$ cat src/rtl/booth_algorithm_pkg.sv
// Floating-point format constants shared by the FP multiplier datapath.
// The Booth mantissa multiplier takes its operand width from here.
package booth_algorithm_pkg;

    localparam int MB      = 23;       // stored mantissa bits
    localparam int EB      = 8;        // exponent bits
    localparam int BOOTH_N = MB + 2;   // {2'b01, mantissa} operand width

endpackage

$ cat src/rtl/booth_algorithm.sv
// Sequential radix-2 Booth multiplier: N-bit signed x N-bit signed -> 2N-bit
// signed product, one Booth step per clock. The accumulator A carries one
// extra bit so that min x min is representable without overflow.
module booth_algorithm
    import booth_algorithm_pkg::*;
#(
    parameter int N = BOOTH_N
) (
    input  logic           clk,
    input  logic           rst,
    input  logic           start,
    input  logic [N-1:0]   multiplier,
    input  logic [N-1:0]   multiplicand,
    output logic           busy,
    output logic           done,
    output logic [2*N-1:0] product
);

    localparam int CW = $clog2(N + 1);

    typedef enum logic [1:0] {
        S_IDLE,
        S_RUN,
        S_DONE
    } state_t;

    state_t         state_q, state_d;
    logic [N:0]     m_q, m_d;
    logic [N:0]     a_q, a_d;
    logic [N-1:0]   q_q, q_d;
    logic           q1_q, q1_d;
    logic [CW-1:0]  cnt_q, cnt_d;
    logic [2*N-1:0] prod_q, prod_d;

    logic [N:0]     sum;
    logic [N:0]     a_step;
    logic [N-1:0]   q_step;
    logic           q1_step;

    // One Booth step: conditional add/subtract of M, then arithmetic right
    // shift of {A,Q,q_1} replicating the sign of the updated accumulator.
    always_comb begin
        sum = a_q;
        case ({q_q[0], q1_q})
            2'b01:   sum = a_q + m_q;
            2'b10:   sum = a_q - m_q;
            default: sum = a_q;
        endcase
        {a_step, q_step} = {sum[N], sum, q_q[N-1:1]};
        q1_step          = q_q[0];
    end

    // Next-state, datapath loads and status outputs.
    always_comb begin
        state_d = state_q;
        m_d     = m_q;
        a_d     = a_q;
        q_d     = q_q;
        q1_d    = q1_q;
        cnt_d   = cnt_q;
        prod_d  = prod_q;
        busy    = 1'b0;
        done    = 1'b0;
        case (state_q)
            S_IDLE: begin
                if (start) begin
                    m_d     = {multiplicand[N-1], multiplicand};
                    a_d     = '0;
                    q_d     = multiplier;
                    q1_d    = 1'b0;
                    cnt_d   = CW'(N);
                    state_d = S_RUN;
                end
            end
            S_RUN: begin
                busy  = 1'b1;
                a_d   = a_step;
                q_d   = q_step;
                q1_d  = q1_step;
                cnt_d = cnt_q - CW'(1);
                // Last step: capture the result so it is valid alongside done.
                if (cnt_q == CW'(1)) begin
                    prod_d  = {a_step[N-1:0], q_step};
                    state_d = S_DONE;
                end
            end
            S_DONE: begin
                done    = 1'b1;
                state_d = S_IDLE;
            end
            default: state_d = S_IDLE;
        endcase
    end

    // State and datapath registers; reset aborts any multiply in flight.
    always_ff @(posedge clk) begin
        if (rst) begin
            state_q <= S_IDLE;
            m_q     <= '0;
            a_q     <= '0;
            q_q     <= '0;
            q1_q    <= 1'b0;
            cnt_q   <= '0;
            prod_q  <= '0;
        end else begin
            state_q <= state_d;
            m_q     <= m_d;
            a_q     <= a_d;
            q_q     <= q_d;
            q1_q    <= q1_d;
            cnt_q   <= cnt_d;
            prod_q  <= prod_d;
        end
    end

    assign product = prod_q;

endmodule

$ cat config.mk
export PLATFORM = sky130hd
export DESIGN_NAME = booth_algorithm
export DESIGN_NICKNAME = d
export VERILOG_FILES = /design/src/rtl/booth_algorithm_pkg.sv /design/src/rtl/booth_algorithm.sv
export SDC_FILE = /design/constraint.sdc
export NUM_CORES = 1
export LEC_CHECK = 0
export ABC_AREA = 0
export CAP_MARGIN = 20
export CORE_ASPECT_RATIO = 0.8
export CORE_MARGIN = 4
export CORE_UTILIZATION = 40
export DETAILED_ROUTE_END_ITERATION = 8
export HOLD_SLACK_MARGIN = 0.03
export MAX_ROUTING_LAYER = met4
export PLACE_DENSITY = 0.7
export SLEW_MARGIN = 20
export SYNTH_ARGS = -nofsm -noshare
export SYNTH_HDL_FRONTEND = slang
export SYNTH_SLANG_ARGS = --single-unit
$ cat constraint.sdc
create_clock -name clk -period 5.88 [get_ports clk]
set_input_delay 1.764 -clock clk [delete_from_list [all_inputs] [get_ports clk]]
set_output_delay 1.764 -clock clk [all_outputs]
set_load 0.05 [all_outputs]
* Word level (Yosys, flattened, before mapping)
Index checks and enable logic that the tools add are counted.
Word-level totals: flip-flop bits (word level) 134, input port bits 53
Cells by class: $add $sub $neg 3, eq/ne operators 7, mux-type cells 14, reduce and logical (&&, ||, !) cells 6
Operators with widths (count):
- case mux 26 bit (2 select lines) | 2
- case mux 25 bit (2 select lines) | 1
- adder 26 bit | 1
- 2-to-1 mux 26 bit | 1
- subtractor 26 bit | 1
- 2-to-1 mux 25 bit | 1
- case mux 5 bit (2 select lines) | 1
- AND reduction 2 bit | 4
- equality test 5 x 1 -> 1 bit, second input constant | 1
- 2-to-1 mux 5 bit | 1
- subtractor 5 x 1 -> 5 bit, second input constant | 1
- equality test 2 x 1 -> 1 bit, second input constant | 2
- equality test 2 bit, second input constant | 2
- 2-to-1 mux 2 bit | 2
- != test 2 bit, second input constant | 2
- case mux 2 bit (2 select lines) | 1
- 2-to-1 mux 1 bit | 3
- logical NOT 2 bit | 1
- case mux 1 bit (2 select lines) | 1
- nonzero test 2 bit | 1

* Depth between registers and ports, before layout
Gate-level depths: netlist of run 1.
depth in word-level cells 3, mapped depth 19, depth with buffers taken out 18

* Worst setup path after synthesis of run 1
No wires, ideal clock.
kind reg2reg, from reg m_q[6], to reg a_q[24], setup time 64 ps, arrival 3617 ps, path slack 2200 ps, stages on the path, launching flop included 17, period minus slack after synthesis 3680 ps, path through dfxtp_1 or4_4 nor4_4 and3_1 and3b_1 a21oi_1 xnor2_1 ha_1 clkbuf_1 a21o_1 o21bai_1 or2_2 o21ai_1 o21ai_0 o21ai_1 mux2_1 nor2_1
On the way: word-level cells in the longest chain between the ends 3, elaborated cells between the ends (all ways) 4
Ends and longest elaborated chain:
- from (decl) | line booth_algorithm.sv:28 | logic [N:0] m_q, m_d;
- from (signal assigned) | line booth_algorithm.sv:107 | m_q <= m_d;
- subtractor 26 bit or adder 26 bit (tied branches) | line booth_algorithm.sv:46, booth_algorithm.sv:45
- case mux 26 bit (2 select lines) * | line booth_algorithm.sv:44 | case ({q_q[0], q1_q})
- case mux 26 bit (2 select lines) * | line booth_algorithm.sv:64 | case (state_q)
- to (signal assigned) | line booth_algorithm.sv:100 | a_q <= '0;
- to (signal assigned) | line booth_algorithm.sv:108 | a_q <= a_d;
- to (decl) | line booth_algorithm.sv:29 | logic [N:0] a_q, a_d;
Every way passes the cells marked *; elsewhere a longest branch is shown, timed or not. A chain may end at the register's enable or synchronous reset.

* Final worst setup path of run 1
from reg m_q[1], to reg prod_q[49] (netlist: product[49])
On the way: word-level cells in the longest chain between the ends 2, elaborated cells between the ends (all ways) 3
Ends and longest elaborated chain:
- subtractor 26 bit or adder 26 bit (tied branches) | line booth_algorithm.sv:46, booth_algorithm.sv:45
- case mux 26 bit (2 select lines) * | line booth_algorithm.sv:44
- to (signal assigned) | line booth_algorithm.sv:112 | prod_q <= prod_d;
- to (decl) | line booth_algorithm.sv:33 | logic [2*N-1:0] prod_q, prod_d;
Marks and branches as above.

==> parameters.txt, run 1 <==
Parameter                              Value

Detailed routing
  Via density per instance ... around 5.4
  DR pass1 iterations ... 6
  Wire per inst ... 15.7 um
  Count of antenna-violating nets left after detailed routing ... 0
  Post-detailed-route DRC marker count ... 0
  Iteration-0 DRC Markers ... ~700
  Vias post-DR ... approximately 6400
  Total routed wirelength ... ~19 mm

Logic synthesis
  Net Count, Synth ... just under 1000
  Avg Inst Size Synth ... a little under 8 um2
  Combined area of all synthesized cells ... 6910 um2
  Netlist cell types ... roughly 60
  Number of register bits inferred by synthesis ... around 130
  Share of the synthesized area in the top cell type ... 38.6%
  Top area cells in the synthesized netlist ... sky130_fd_sc_hd__dfxtp_1 (39%), sky130_fd_sc_hd__a21oi_1 (9.6%), sky130_fd_sc_hd__nand2_1 (8.7%), sky130_fd_sc_hd__ha_1 (5.3%), sky130_fd_sc_hd__xnor2_1 (4.3%)
  Number of enable flip-flop cells after synthesis ... 0
  Top_reg_cell synth ... sky130_fd_sc_hd__dfxtp_1
  Number of warnings printed during yosys synthesis ... 0
  Share of flip-flops with an asynchronous set or reset ... 0%
  Post-Synthesis Cells ... 878
  Cell taking the most area after synthesis ... sky130_fd_sc_hd__dfxtp_1
  Proportion of synthesized chip area in sequential cells ... around 39%

Place
  Worst slack at placement ... approximately 1.7 ns
  Port Buffers ... 104
  Number of instances in the placed design ... between 1000 and 1500
  Weighted congestion at the end of routability-driven global placement ... ~0.90
  Placed standard-cell area ... between 8000 and 9000 um2
  Final HPWL from detailed placement ... roughly 13 mm

Power
  Part of the power in the clock network ... a little under two fifths
  Cell-internal power ... between 1.5 and 2 mW
  Reported leakage power ... between 3 and 4 nW
  Power Dens Cells ... ~310 nW/um2
  Peak supply drop ... between 0.15 and 0.2 mV
  Switching fraction of total power ... about a third
  Part of the power in registers ... between 30% and 40%
  Share of total power in combinational logic ... roughly a quarter
  Reported net switching power ... a little over 0.8 mW

Layout
  Core occupancy in the finished layout ... 51.3%
  Synth-to-Final Area Change ... 24.5%
  Highest-count cells in the layout ignoring fill and taps ... sky130_fd_sc_hd__nand2_1 (160), sky130_fd_sc_hd__a21oi_1 (133), sky130_fd_sc_hd__dfxtp_1 (133)
  Post-route non-filler standard cell count ... around 1200
  Total non-filler cell area in the finished layout ... around 8600 um2
  Final-stage net count ... 1033
  Antenna Cells ... 0
  Share of post-route cells with drive strength above 1 ... approximately 6%
  Commonest non-fill, non-tap cell in the layout ... sky130_fd_sc_hd__nand2_1

Flow run
  Count of maximum capacitance violations ... 0

Clock network
  Number of clock sinks seen by CTS ... ~130
  Clock Pin Slew Worst Setup and Hold Paths ... ~0.060 ns
  Post-CTS setup repair buffer count ... 0
  Post-cts hold buffer count ... 0
  TritonCTS Buffers ... 17
  Maximum count of clock buffers along a single path ... 2
  H-tree Lvls ... 4
  CTS Root Buffer Type ... sky130_fd_sc_hd__clkbuf_16
  TritonCTS clock tree ... done
  Clock Latency Late Sink ... 0.42 ns
  # resized after CTS ... 0

Timing
  Fmax ... 238 MHz
  Time the worst path needs with I/O delays and setup ... 4.21 ns
  Number of hold violations in the final report ... 0
  # setup viols final ... 0
  Pin slew with the least headroom to its limit ... approximately 1.0 ns
  TNS Setup ... 0 ns
  Max Slew Vio Count ... 0
  Minimum setup slack in the final design ... between 1.5 and 2 ns
  RSZ-0062 raised after global routing ... no
  Relative slew margins ... 31.3%
  Post-route fraction of the period consumed by the critical path ... between 70% and 80%
  Max Clock Skew ... ~0.0093 ns

Global route
  First-pass GRT wire length ... 30.2 mm
  Vias in the first global route ... 5652
  Global route total overflow ... 0
  Pin count of the biggest net entering global routing ... 96
  Met3 layer usage reported by global route ... between 4 and 5%
  Met2 routing resource usage after global routing ... between 20% and 30%
  Most crowded layer after global routing ... met1
  All-layer global routing usage ... about a fifth
  GRT met1 Usage ... 30.4%
  Antenna violations before repair ... 0

Setup path
  CP endpoint kind ... register
  Worst path required time ... 6.14 ns
  Critical path fanouts, max ... 6
  Number of cells traversed by the worst register-to-register path ... 15
  Beginning of the critical path ... m_q[1]$_SDFFE_PP0P_
  Critical path launch point type ... register
  Arrival time at the worst endpoint ... 4.47 ns
  Classification of the worst setup path ... reg2reg
  Reg2reg start ... m_q[1]$_SDFFE_PP0P_

Floorplanning
  Height of the chip ... around 130 um
  Initial Utilization ... 41.2%
  Area of the core ... between 15000 and 20000 um2
  Chip Width ... 155 um
  Area of the die ... ~19000 um2
  FP Rows ... 42
  I/O pins ... between 100 and 150

Hold path
  Hold-critical path depth ... 2
  Worst hold path type ... reg2reg
  Hold path startpoint ... product[22]$_SDFFE_PP0P_

Run status
  Run status ... finished, final reports clean
## metrics by stage
step,hold WS [ns],total power [mW]
after floorplan,0.434,1.47
after global placement,0.442,1.63
after detailed placement,0.446,1.63
after CTS,0.454,2.64
after global routing,0.472,2.76
final,0.453,2.64
## metal layers
metal,vias up,part of all wire [%]
met2,206,40
met3,15,6.2
met1,2959,52
met4,0,1.2
met5,-,0
li1,3241,-
## cells in the mapped netlist, drive strengths merged, types with 12 or more instances
cell,count
a31oi,18
a211oi,21
nor2,68
nor3,21
a21oi,133
clkbuf,53
xnor2,34
dfxtp,133
xor2,12
a22oi,26
ha,29
nand2,161
o21ai,21
inv,17
nand3,29
## power by group through the flow
stage / Combinational (mW) / Sequential, mW / Clock (mW)
2_1_floorplan: 0.441 / 1.03 / 0
3_3_place_gp: 0.617 / 1.01 / 0
3_5_place_dp: 0.624 / 1.01 / 0
4_1_cts: 0.628 / 0.991 / 1.02
5_1_grt: 0.705 / 0.999 / 1.06
6_report: 0.638 / 0.992 / 1.01
## worst paths after layout
path	endpoint	slack, ns
setup reg to reg	product[49]$_SDFFE_PP0P_	1.67
hold reg to reg	product[22]$_SDFFE_PP0P_	0.45
setup / recovery	product[49]$_SDFFE_PP0P_	1.67
hold / removal	product[22]$_SDFFE_PP0P_	0.45
## state kept, by name, summed over array words and instances (netlist names)
signal and count:
state_q 2, a_q 25, product 50, q_q 25, m_q 25, q1_q 1, cnt_q 5
## cell type report
cell class | count | area [um2]
clock inverter | 9 | 78.8
tap | 220 | 275
fill | 1583 | 8170
sequential | 133 | 2660
timing repair buffer | 110 | 1100
clock buffer | 22 | 474
inverter | 17 | 63.8
multi-input combinational | 671 | 3950
## cell families after synthesis
group	share of synthesized area (%)
fa+ha+maj	5.54
flops	38.6
buf+inv	4.57
simple gates	21.7
mux	1.03
xor+xnor	5.83
compound gates	22.8
## critical path, cell delays in order (launching register included)
cell	delay (ns)
sky130_fd_sc_hd__dfxtp_1	0.36
sky130_fd_sc_hd__or4_1	0.56
sky130_fd_sc_hd__nor3_2	0.32
sky130_fd_sc_hd__nand3_1	0.15
sky130_fd_sc_hd__nor4_1	0.52
sky130_fd_sc_hd__a21oi_1	0.17
sky130_fd_sc_hd__xnor2_1	0.25
sky130_fd_sc_hd__ha_1	0.35
sky130_fd_sc_hd__nand2_1	0.12
sky130_fd_sc_hd__o21bai_1	0.09
sky130_fd_sc_hd__or2_2	0.29
sky130_fd_sc_hd__o21ai_1	0.22
sky130_fd_sc_hd__o21ai_0	0.16
sky130_fd_sc_hd__o21bai_1	0.19
sky130_fd_sc_hd__xor2_1	0.22
sky130_fd_sc_hd__a211oi_2	0.09
Power figures use the tool's default switching activity.
==> run 2, diff against run 1 <==
==> constraint.sdc (replaced) <==
create_clock -name clk -period 4.1 [get_ports clk]
set_input_delay 1.23 -clock clk [delete_from_list [all_inputs] [get_ports clk]]
set_output_delay 1.23 -clock clk [all_outputs]
set_load 0.05 [all_outputs]
==> run 2 against run 1 <==
Against the previous run:
- sequential share of layout area shrank 0.73 points
- clock power grew 68%
- first-iteration DRC count shrank 24%
- critical path depth shrank 1
- global-route usage grew 0.39 points
- register-to-register slack lost 1.5 ns
- die area is the same
- cell count grew 0.76%
- flip-flop and latch count is the same
- worst setup slack lost 1.5 ns
- critical path type unchanged
==> parameters.txt, run 2 (synthesis gave the netlist of run 1 again) <==
Parameter                              Value

Floorplanning
  Chip Width ... approximately 150 um
  Initial Utilization ... between 40 and 50%
  FP Rows ... 42
  Height of the chip ... 126 um
  Area of the die ... slightly below 20000 um2
  Area of the core ... roughly 17000 um2
  I/O pins ... between 100 and 150

Clock network
  Number of clock sinks seen by CTS ... 133
  Maximum count of clock buffers along a single path ... 2
  H-tree Lvls ... 4
  CTS Root Buffer Type ... sky130_fd_sc_hd__clkbuf_16
  TritonCTS clock tree ... done
  Clock Pin Slew Worst Setup and Hold Paths ... 0.06 ns
  Clock Latency Late Sink ... ~0.43 ns
  TritonCTS Buffers ... 17

Layout
  Post-route non-filler standard cell count ... around 1200
  Highest-count cells in the layout ignoring fill and taps ... sky130_fd_sc_hd__nand2_1 (160), sky130_fd_sc_hd__a21oi_1 (133), sky130_fd_sc_hd__dfxtp_1 (133)
  Synth-to-Final Area Change ... 27.4%
  Share of post-route cells with drive strength above 1 ... 7.62%
  Commonest non-fill, non-tap cell in the layout ... sky130_fd_sc_hd__nand2_1
  Antenna Cells ... 0
  Number of flip-flops in the largest register ... 50
  Final-stage net count ... between 1000 and 1500

Setup path
  Kind of cell adding the most delay to the critical path ... simple AND/OR/NAND/NOR gates
  Classification of the worst setup path ... reg2reg
  Critical path fanouts, max ... 6
  Critical path cell sequence ... or4_1 > nor3_4 > a21oi_1 > xnor2_1 > ha_1 > and4_1 > nand2_1 > or3_1 > a31oi_2 > o21ai_2 > a211o_1 > o21ai_1 > mux2_1 > nor2_1
  Largest stage delay on the critical path ... around 0.6 ns
  CP endpoint kind ... register
  Critical path launch point type ... register
  Arrival time at the worst endpoint ... 4.25 ns
  Worst path required time ... between 4 and 5 ns
  Number of buffers and inverters on the critical path ... 0
  Cell with the largest stage delay on the worst path ... sky130_fd_sc_hd__or4_1

Power
  Power Dens Cells ... 462 nW/um2
  Reported leakage power ... 3.21 nW
  Peak supply drop ... 0.256 mV

Timing
  Fmax ... between 200 and 300 MHz
  Relative slew margins ... about two fifths
  Number of hold violations in the final report ... 0
  Max Clock Skew ... between 0.01 and 0.015 ns
  RSZ-0062 raised after global routing ... no
  Time the worst path needs with I/O delays and setup ... ~3.9 ns
  Pin slew with the least headroom to its limit ... 0.873 ns
  Max Slew Vio Count ... 0
  Post-route fraction of the period consumed by the critical path ... approximately 95%
  # setup viols final ... 0
  TNS Setup ... 0 ns

Place
  Weighted congestion at the end of routability-driven global placement ... slightly above 0.9
  Final HPWL from detailed placement ... ~13 mm
  Number of instances in the placed design ... approximately 1200
  Port Buffers ... between 100 and 150

Global route
  Pin count of the biggest net entering global routing ... 74
  Global route total overflow ... 0
  All-layer global routing usage ... 19.9%
  First-pass GRT wire length ... between 30 and 40 mm
  Antenna violations before repair ... 0
  Vias in the first global route ... 5712

Detailed routing
  Total routed wirelength ... 19.0 mm
  Iteration-0 DRC Markers ... 525
  Via density per instance ... 5.38
  Post-detailed-route DRC marker count ... 0
  Vias post-DR ... 6407
  Count of antenna-violating nets left after detailed routing ... 0
  DR pass1 iterations ... 5
  Wire per inst ... approximately 16 um

Flow run
  Count of maximum capacitance violations ... 0

Run status
  Run status ... finished, final reports clean

Hold path
  Worst hold path type ... reg2reg
[run 2: worst paths after layout]
check                           startpoint                        to  slack, ns  cells after the start
hold / removal    product[26]$_SDFFE_PP0P_  product[26]$_SDFFE_PP0P_       0.45                      2
setup reg to reg       m_q[0]$_SDFFE_PP0P_      a_q[24]$_SDFFE_PP0P_       0.22                     14
setup / recovery       m_q[0]$_SDFFE_PP0P_      a_q[24]$_SDFFE_PP0P_       0.22                     14
hold reg to reg   product[26]$_SDFFE_PP0P_  product[26]$_SDFFE_PP0P_       0.45                      2
[run 2: area by class of cell]
cell class / instances / area (um2)
Clock buffer: 20 / 467
Clock inverter: 12 / 200
Tap cell: 220 / 275
Inverter: 17 / 63.8
Fill cell: 1607 / 7960
Timing Repair Buffer: 118 / 1170
Multi-Input combinational cell: 671 / 3970
Sequential cell: 133 / 2660
[run 2: power breakdown]
part           leakage (nW)  switching, mW  internal, mW  total [mW]
Combinational          1.81          0.564         0.378       0.942
Clock                 0.318          0.576          1.13        1.70
Sequential             1.08         0.0646          1.36        1.42
[run 2: timing repair]
item                                   CTS  global route
setup endpoints to repair                0             8
hold buffers                             0             0
endpoints found under the hold margin    0             0
gates resized for setup                  0             6
setup buffers                            0             0
[run 2: layer usage]
metal,global-route usage [%],vias up,share of wire (%)
li1,-,3247,-
met1,30.3,2936,52
met2,25.2,206,39
met3,5.53,18,7.7
met4,5.30,0,1.2
met5,-,-,0
[run 2: worst register-to-register path, delay by kind of cell, from the launching register on]
kind	cells	cell delay, ns
AOI/OAI and AO/OA	5	0.92
xor gates and xnor gates	1	0.16
adders and majority gates	1	0.39
muxes	1	0.33
and+or+nand+nor	6	1.67
DFF	1	0.34
[run 2: stage by stage]
step	hold slack [ns]	worst slack (ns)	cell area, um2	power, mW	util, %
after floorplan	0.434	0.420	6910	2.10	-
after global placement	0.445	0.218	8110	2.36	48.4
after detailed placement	0.446	0.191	8110	2.37	48.4
after CTS	0.454	0.159	8770	4.07	52.3
after global routing	0.466	0.000496	8800	4.25	52.5
final	0.453	0.215	8800	4.07	52.5
